`src/rtl/pwm_audio_pkg.sv`:
```
// Shared definitions for the stereo PWM audio path: default widths, silence level, sample-pair type.
`default_nettype none

package pwm_audio_pkg;

  localparam int PWM_W_DEF    = 8;
  localparam int SAMPLE_W_DEF = 16;

  function automatic int unsigned midscale(input int unsigned w);
    return 32'd1 << (w - 1);
  endfunction

  localparam logic [PWM_W_DEF-1:0] MIDSCALE = PWM_W_DEF'(midscale(PWM_W_DEF));

  typedef struct packed {
    logic [SAMPLE_W_DEF-1:0] left;
    logic [SAMPLE_W_DEF-1:0] right;
  } sample_pair_t;

endpackage

`default_nettype wire

```
`src/rtl/stereo_sample_fifo.sv`:
```
// Synchronous sample-pair FIFO with registered full/empty flags and occupancy count.
`default_nettype none

module stereo_sample_fifo #(
  parameter int DATA_W = 32,
  parameter int DEPTH  = 4
) (
  input  logic                     clk,
  input  logic                     aclr_n,
  input  logic                     push_i,
  input  logic [DATA_W-1:0]        wdata_i,
  input  logic                     pop_i,
  output logic [DATA_W-1:0]        rdata_o,
  output logic                     full_o,
  output logic                     empty_o,
  output logic [$clog2(DEPTH):0]   fill_o
);

  localparam int AW = $clog2(DEPTH);

  logic [AW:0]       wr_q, wr_d, rd_q, rd_d, cnt_q, cnt_d;
  logic              full_q, full_d, empty_q, empty_d;
  logic [DATA_W-1:0] mem_q [DEPTH];
  logic              do_push, do_pop;

  // A full FIFO refuses the write even when a pop frees a slot on the same edge.
  assign do_push = push_i && !full_q;
  assign do_pop  = pop_i && !empty_q;

  always_comb begin
    wr_d    = wr_q + (AW+1)'(do_push);
    rd_d    = rd_q + (AW+1)'(do_pop);
    cnt_d   = cnt_q + (AW+1)'(do_push) - (AW+1)'(do_pop);
    full_d  = (cnt_d == (AW+1)'(DEPTH));
    empty_d = (cnt_d == '0);
  end

  always_ff @(posedge clk) begin
    if (!aclr_n) begin
      wr_q    <= '0;
      rd_q    <= '0;
      cnt_q   <= '0;
      full_q  <= 1'b0;
      empty_q <= 1'b1;
    end else begin
      wr_q    <= wr_d;
      rd_q    <= rd_d;
      cnt_q   <= cnt_d;
      full_q  <= full_d;
      empty_q <= empty_d;
    end
  end

  always_ff @(posedge clk) begin
    if (do_push) mem_q[wr_q[AW-1:0]] <= wdata_i;
  end

  assign rdata_o = mem_q[rd_q[AW-1:0]];
  assign full_o  = full_q;
  assign empty_o = empty_q;
  assign fill_o  = cnt_q;

endmodule

`default_nettype wire

```
`src/rtl/pwm_sample_feeder.sv`:
```
// Buffers signed stereo PCM pairs and, once per PWM frame, converts the FIFO head to
// offset-binary duty values for the PWM core.
`default_nettype none

module pwm_sample_feeder import pwm_audio_pkg::*; #(
  parameter int SAMPLE_W   = SAMPLE_W_DEF,
  parameter int PWM_W      = PWM_W_DEF,
  parameter int FIFO_DEPTH = 4
) (
  input  logic                          clk,
  input  logic                          aclr_n,
  input  logic [SAMPLE_W-1:0]           in_left,
  input  logic [SAMPLE_W-1:0]           in_right,
  input  logic                          in_valid,
  output logic                          in_ready,
  input  logic [2:0]                    atten,
  input  logic                          underrun_clr,
  output logic [PWM_W-1:0]              left_top,
  output logic [PWM_W-1:0]              right_top,
  output logic                          frame_tick,
  output logic                          underrun,
  output logic [$clog2(FIFO_DEPTH):0]   fill
);

  localparam logic [PWM_W-1:0]    MID = PWM_W'(midscale(PWM_W));
  localparam logic [SAMPLE_W:0]   RND = (SAMPLE_W+1)'(1) << (SAMPLE_W - PWM_W - 1);

  // Round to nearest, saturate at positive full scale, then flip the MSB for offset binary.
  function automatic logic [PWM_W-1:0] to_duty(input logic signed [SAMPLE_W-1:0] s,
                                                input logic [2:0] sh);
    logic signed [SAMPLE_W-1:0] a;
    logic [SAMPLE_W:0]          r;
    logic [PWM_W-1:0]           d;
    a = s >>> sh;
    r = {a[SAMPLE_W-1], a} + RND;
    if (!r[SAMPLE_W] && r[SAMPLE_W-1]) d = '1;
    else d = PWM_W'(r >> (SAMPLE_W - PWM_W)) ^ MID;
    return d;
  endfunction

  logic [PWM_W-1:0]      frame_cnt_q, frame_cnt_d;
  logic [PWM_W-1:0]      left_q, left_d, right_q, right_d;
  logic                  tick_q, tick_d, underrun_q, underrun_d;
  logic                  load, fifo_full, fifo_empty;
  logic [2*SAMPLE_W-1:0] head;

  assign load = (frame_cnt_q == '1);

  stereo_sample_fifo #(
    .DATA_W (2*SAMPLE_W),
    .DEPTH  (FIFO_DEPTH)
  ) u_fifo (
    .clk     (clk),
    .aclr_n  (aclr_n),
    .push_i  (in_valid),
    .wdata_i ({in_left, in_right}),
    .pop_i   (load),
    .rdata_o (head),
    .full_o  (fifo_full),
    .empty_o (fifo_empty),
    .fill_o  (fill)
  );

  always_comb begin
    frame_cnt_d = frame_cnt_q + PWM_W'(1);
    left_d      = left_q;
    right_d     = right_q;
    tick_d      = load;
    underrun_d  = underrun_q;
    if (load && !fifo_empty) begin
      left_d  = to_duty(head[2*SAMPLE_W-1:SAMPLE_W], atten);
      right_d = to_duty(head[SAMPLE_W-1:0], atten);
    end
    if (load && fifo_empty) underrun_d = 1'b1;
    else if (underrun_clr)  underrun_d = 1'b0;
  end

  always_ff @(posedge clk) begin
    if (!aclr_n) begin
      frame_cnt_q <= '0;
      left_q      <= MID;
      right_q     <= MID;
      tick_q      <= 1'b0;
      underrun_q  <= 1'b0;
    end else begin
      frame_cnt_q <= frame_cnt_d;
      left_q      <= left_d;
      right_q     <= right_d;
      tick_q      <= tick_d;
      underrun_q  <= underrun_d;
    end
  end

  assign in_ready   = !fifo_full;
  assign left_top   = left_q;
  assign right_top  = right_q;
  assign frame_tick = tick_q;
  assign underrun   = underrun_q;

endmodule

`default_nettype wire
```
`config.mk`:
```
export PLATFORM = sky130hd
export DESIGN_NAME = pwm_sample_feeder
export DESIGN_NICKNAME = d
export VERILOG_FILES = /design/src/rtl/pwm_audio_pkg.sv /design/src/rtl/stereo_sample_fifo.sv /design/src/rtl/pwm_sample_feeder.sv
export SDC_FILE = /design/constraint.sdc
export NUM_CORES = 1
export LEC_CHECK = 0
export ABC_AREA = 1
export CORE_MARGIN = 5
export CORE_UTILIZATION = 55
export CTS_CLUSTER_SIZE = 14
export DETAILED_ROUTE_END_ITERATION = 8
export PLACE_DENSITY_LB_ADDON = 0.15
export RECOVER_POWER = 25
export REMOVE_ABC_BUFFERS = 1
export SYNTH_ARGS = -nofsm -noshare
export SYNTH_HDL_FRONTEND = slang
export SYNTH_SLANG_ARGS = --single-unit
export TNS_END_PERCENT = 10
```
`constraint.sdc`:
```
create_clock -name clk -period 3.6 [get_ports clk]
set_input_delay 0.9 -clock clk [delete_from_list [all_inputs] [get_ports clk]]
set_output_delay 0.9 -clock clk [all_outputs]
set_load 0.03 [all_outputs]
```
Word-level counts from Yosys, hierarchy flattened
Memories as Yosys holds them, arrays and structs flattened. A register that Yosys moved wholly into a read port is not among the register bits. Cells that the tools add are included.

Bitwise gates (word level): 2. Reductions and logical operators: 11. Equality and inequality tests: 2. Shift-type cells: 2. Multiplexer cells: 7. Add/subtract/negate cells: 7.

Operators with widths (number): 16-bit by 9-bit adder with 17-bit output (second input constant) (2); 16-bit by 3-bit >>> shifter with 16-bit output (2); 8-bit two-way mux (2); 3-bit by 1-bit adder with 3-bit output (3); 8-bit by 1-bit adder with 8-bit output (second input constant) (1); 8-bit == test (second input constant) (1); 1-bit logical AND (5); 1-bit logical NOT (4); 1-bit two-way mux (4); 3-bit == test (second input constant) (1); 3-bit logical NOT (1); 3-bit by 1-bit subtractor with 3-bit output (1); 2-bit two-way mux (1); 1-bit NOT (2); 2-bit nonzero test (1).

Memories: 1. Flip-flop bits (word level): 37. RAM bits: 128.

Memories: u_fifo.mem_q (words 4, bits a word 32, read ports 1, clocked after memory_dff 1, write ports 1, RTL line stereo_sample_fifo.sv:23) `logic [DATA_W-1:0] mem_q [DEPTH];`.

Longest topological paths before layout
Depth in word-level cells: 5. Depth in mapped cells: 20. Depth with buffers taken out: 18.

Cells and area by module
A second synthesis with hierarchy kept.

Cells, all modules: 712. Area, all modules: 7352.1 sq um.

By module, submodules not included: stereo_sample_fifo (area each 5263.8 sq um, instances 1, sequential area each 4023.9 sq um, cells an instance 373); pwm_sample_feeder (area each 2088.3 sq um, instances 1, sequential area each 520.5 sq um, cells an instance 339).

Least setup slack after synthesis
Ideal clock, no wire load.

Path kind: register to register. Start point: register frame_cnt_q[0]. End point: register u_fifo.empty_q, in the netlist u_fifo.empty_o. Path buffers: 1. Required time: 3.526 ns. Library setup time: 0.074 ns. Data arrival time: 2.674 ns. Path slack: 0.852 ns. Stages on the path, launching flop included: 13. Cell sequence: dfxtp_1 -> ha_1 -> nand2_1 -> nor4_1 -> nand2_1 -> nor2_1 -> clkbuf_1 -> ha_1 -> inv_1 -> ha_1 -> fa_1 -> or2_2 -> o21ai_0.

Cells in the longest elaborated chain, start to end: 4.

Ends and longest elaborated chain: start, declared (RTL line pwm_sample_feeder.sv:41) `logic [PWM_W-1:0] frame_cnt_q, frame_cnt_d;`; start signal, assigned (RTL line pwm_sample_feeder.sv:86) `frame_cnt_q <= frame_cnt_d;`; 8-bit == test (RTL line pwm_sample_feeder.sv:47) `assign load = (frame_cnt_q == '1);`; 1-bit logical AND (RTL line stereo_sample_fifo.sv:28) `assign do_pop = pop_i && !empty_q;`; net u_fifo.do_pop (RTL line stereo_sample_fifo.sv:24) `logic do_push, do_pop;`; 3-bit by 1-bit subtractor with 3-bit output (RTL line stereo_sample_fifo.sv:33) `cnt_d = cnt_q + (AW+1)'(do_push) - (AW+1)'(do_pop);`; net u_fifo.cnt_d[1] (RTL line stereo_sample_fifo.sv:21) `logic [AW:0] wr_q, wr_d, rd_q, rd_d, cnt_q, cnt_d;`; 3-bit logical NOT (RTL line stereo_sample_fifo.sv:35) `empty_d = (cnt_d == '0);`; end signal, assigned (RTL line stereo_sample_fifo.sv:50) `empty_q <= empty_d;`; end, declared (RTL line stereo_sample_fifo.sv:22) `logic full_q, full_d, empty_q, empty_d;`.

The timed path passes the listed nets, and every way through them passes these cells. A chain may end at the register's enable or synchronous reset.

Final worst setup path
Start point: input atten[0]. End point: register left_q[4], in the netlist left_top[4].

Cells in the longest elaborated chain, start to end: 5.

Ends and longest elaborated chain: start, declared (RTL line pwm_sample_feeder.sv:16) `input logic [2:0] atten,`; 16-bit by 3-bit >>> shifter with 16-bit output (*) (RTL line pwm_sample_feeder.sv:34) `a = s >>> sh;`; 16-bit by 9-bit adder with 17-bit output (*) (RTL line pwm_sample_feeder.sv:35) `r = {a[SAMPLE_W-1], a} + RND;`; 1-bit logical NOT (RTL line pwm_sample_feeder.sv:36) `if (!r[SAMPLE_W] && r[SAMPLE_W-1]) d = '1;`; 1-bit logical AND (RTL line pwm_sample_feeder.sv:36); 8-bit two-way mux (*) (RTL line pwm_sample_feeder.sv:36); end signal, assigned (RTL line pwm_sample_feeder.sv:87) `left_q <= left_d;`; end, declared (RTL line pwm_sample_feeder.sv:42) `logic [PWM_W-1:0] left_q, left_d, right_q, right_d;`.

Mark *: on every way between the ends. The rest lies on a longest branch, timed or not.

==> impl_metrics.tcl <==
set metrics [dict create \
    status "complete, no violations" \
    drtAntennaViolNets 0 \
    cts.sinks 107 \
    antenna_cells 0 \
    rows 36 \
    synth_cell_types 36 \
    worst-setup-path-type "input port to register" \
    clock_path_buffers 2 \
    worstPathArrival_ps 3220 \
    drtIter0Drc 249 \
    synthTopCellsByArea "edfxtp_1 40%, nand2_1 13%, dfxtp_1 13%" \
    ys_async_sr_fraction 0 \
    grt-busiest-layer "met2" \
    clock_latency_ps 360 \
    drt_wl_total_mm 10.8 \
    maxSlewViolCount 0 \
    p_int_mw 1.81 \
    portBuffers 46 \
    place_congestion 0.877 \
    multi_input_area_um2 2180 \
    postSynthAreaPerCell_um2 8.89 \
    initial_core_util 0.556 \
    synth-main-ff-cell "edfxtp_1" \
    netlist_instances 606 \
    ys_seq_elements 107 \
    fmax_ghz 0.336 \
    post_cts_resized 0 \
    numCtsBuffers 9 \
    place_hpwl_mm 7.32 \
    use_met3 0.0397 \
    use_met2 0.343 \
    synth.largest_area_cell "edfxtp_1" \
    power.share.clock 0.263 \
    cts_setup_buffers 0 \
    yosys_warnings 0 \
    synth_top_area_share 0.401 \
    max_slew_margin 0.716 \
    power_density_nw_per_um2 414 \
    critPathSlowestCell "clkdlybuf4s50_1" \
    grt_pass1_vias 3983 \
    start_kind "input port" \
    synth_commonest_cells "191 x nand2_1, 94 x nand3_1, 72 x edfxtp_1" \
    p_seq_frac 0.561 \
    gr-total-overflow 0 \
    synth-edff-count 72 \
    grt_pass1_wl_mm 18.3 \
    seq_area_frac_synth 0.531 \
    synth_area_um2 5390 \
    cp.required_ps 3850 \
    timing.final.crit_share 0.826 \
    htreeDepth 3 \
    critPathMostFrequentCell "nand3_1" \
    area_growth_pct 13.8 \
    p_leak_nw 2.50 \
    switching_share 0.285 \
    use_met1 0.251 \
    die_y_um 109 \
    hold_path_class "register to register" \
    crit_chain "clkdlybuf4s50_1, buf_4, nand3_1, nand3_1, nand3_1, nand2_1, ha_1, nand3_1, nor2_2, nand2_1, nand2_1, nand2_2, nand2_4, a21oi_2" \
    tritoncts "yes" \
    min_period_ps 2970 \
    vias 4087 \
    core_area_um2 9680 \
    fill_cells 799 \
    grt_util_all_layers 0.198 \
    io_pins 61 \
    antenna_found_initial 0 \
    drive_gt1_frac 0.142 \
    skew_ps 12.1 \
    power_switching_mw 0.722 \
    cp-end-kind "register" \
    drv_cap 0 \
    layout.nets 698 \
    drc 0 \
    grt_max_degree 38 \
    cts_root_buffer "clkbuf_8" \
    avgRoutedWirePerCell_um 13.7 \
    setup-violations-final 0 \
    layout.area.seq_um2 2860 \
    cp_max_fo 16 \
    p_comb_frac 0.177 \
    hold_ws_ps 467 \
    yosysMostFrequentCell "nand2_1" \
    grt_setup_unrepaired "false" \
    critPathMaxStageDelay_ps 510 \
    max-vdd-ir-drop_v 0.000257 \
    worst_pin_slew_ps 426 \
    postCtsHoldBufs 0 \
    firstDrtPassIters 5 \
    tns_ps 0 \
    clk_pin_slew_worst_paths_ps 100 \
    dieArea_um2 11900 \
    die_x_um 109 \
    hold_viol 0 \
    via_per_inst 5.18 \
]
==> routing by layer <==
| metal | wire length, um | vias up | part of all wire |
|---|---|---|---|
| met5 | 0 | - | 0 |
| met4 | 114 | 0 | 0.011 |
| met3 | 427 | 8 | 0.040 |
| met2 | 5580 | 57 | 0.52 |
| met1 | 4680 | 1929 | 0.43 |
| li1 | - | 2093 | - |
==> layout make-up <==
cell class                 instances  share of cell area
clock inverter                     6             0.00776
timing repair buffer              59              0.0910
inverter                          49              0.0312
multi-input combinational        425               0.355
tap                              133              0.0271
clock buffer                      10              0.0208
sequential                       107               0.467
==> state kept, by name, indices dropped and copies added, names as in the netlist <==
| register | count |
|---|---|
| u_fifo.mem_q | 72 |
| frame_tick | 1 |
| u_fifo.fill_o | 3 |
| frame_cnt_q | 8 |
| u_fifo.wr_q | 2 |
| right_top | 8 |
| u_fifo.full_o | 1 |
| underrun | 1 |
| u_fifo.empty_o | 1 |
| u_fifo.rd_q | 2 |
| left_top | 8 |
==> placed cells by master, fill, tap and decap left out, types with 9 or more instances in the layout <==
cell / count
o21ai_0: 20
nor2_1: 24
buf_4: 13
clkdlybuf4s50_1: 33
a21oi_2: 13
clkbuf_8: 9
dlygate4sd3_1: 13
nand2_1: 191
dfxtp_1: 35
nand3_1: 94
edfxtp_1: 72
a21oi_1: 11
nand2_2: 18
nand3_2: 9
inv_1: 42
==> cell families (layout without fill, tap and decap cells) <==
logic type | count (synthesis) | count (layout) | synth area share
XOR/XNOR | 7 | 7 | 0.0114
flip-flops | 107 | 107 | 0.531
AO/OA/AOI/OAI | 49 | 49 | 0.0588
buffers and inverters | 74 | 124 | 0.0681
adder cells (fa/ha/maj) | 8 | 8 | 0.0200
AND/OR/NAND/NOR | 361 | 361 | 0.310
==> worst max-delay path, delay by kind of cell <==
family                   cells  cell delay (ps)
AO/OA/AOI/OAI                1               60
buffers and inverters        2              750
AND/OR/NAND/NOR             10             1260
adder cells (fa/ha/maj)      1              250
==> final timing paths <==
kind / slack (ps) / start / cells after the start / endpoint
max: 630 / atten[0] / 14 / left_top[4]
min: 470 / frame_cnt_q[0] / 1 / frame_cnt_q[0]
max reg2reg: 820 / u_fifo.rd_q[0] / 17 / left_top[7]
min reg2reg: 470 / frame_cnt_q[0] / 1 / frame_cnt_q[0]
==> per-stage QoR <==
| stage | util | power (mW) | worst slack, ps | instance area [um2] | std cells |
|---|---|---|---|---|---|
| after floorplan | - | 1.75 | 561 | 5210 | 581 |
| after global placement | 0.615 | 1.89 | 374 | 5960 | 773 |
| after detailed placement | 0.615 | 1.90 | 311 | 5960 | 773 |
| after CTS | 0.633 | 2.57 | 697 | 6130 | 789 |
| after global routing | 0.633 | 2.67 | 511 | 6130 | 789 |
| final | 0.633 | 2.54 | 626 | 6130 | 789 |
==> power groups by stage <==
stage / Combinational (mW) / Sequential [mW] / Clock, mW
after floorplan: 0.290 / 1.46 / 0
after global placement: 0.440 / 1.45 / 0
after detailed placement: 0.452 / 1.45 / 0
after CTS: 0.454 / 1.42 / 0.690
after global routing: 0.506 / 1.43 / 0.737
final: 0.448 / 1.42 / 0.667
Note: power is estimated with default switching activity, not from simulation.
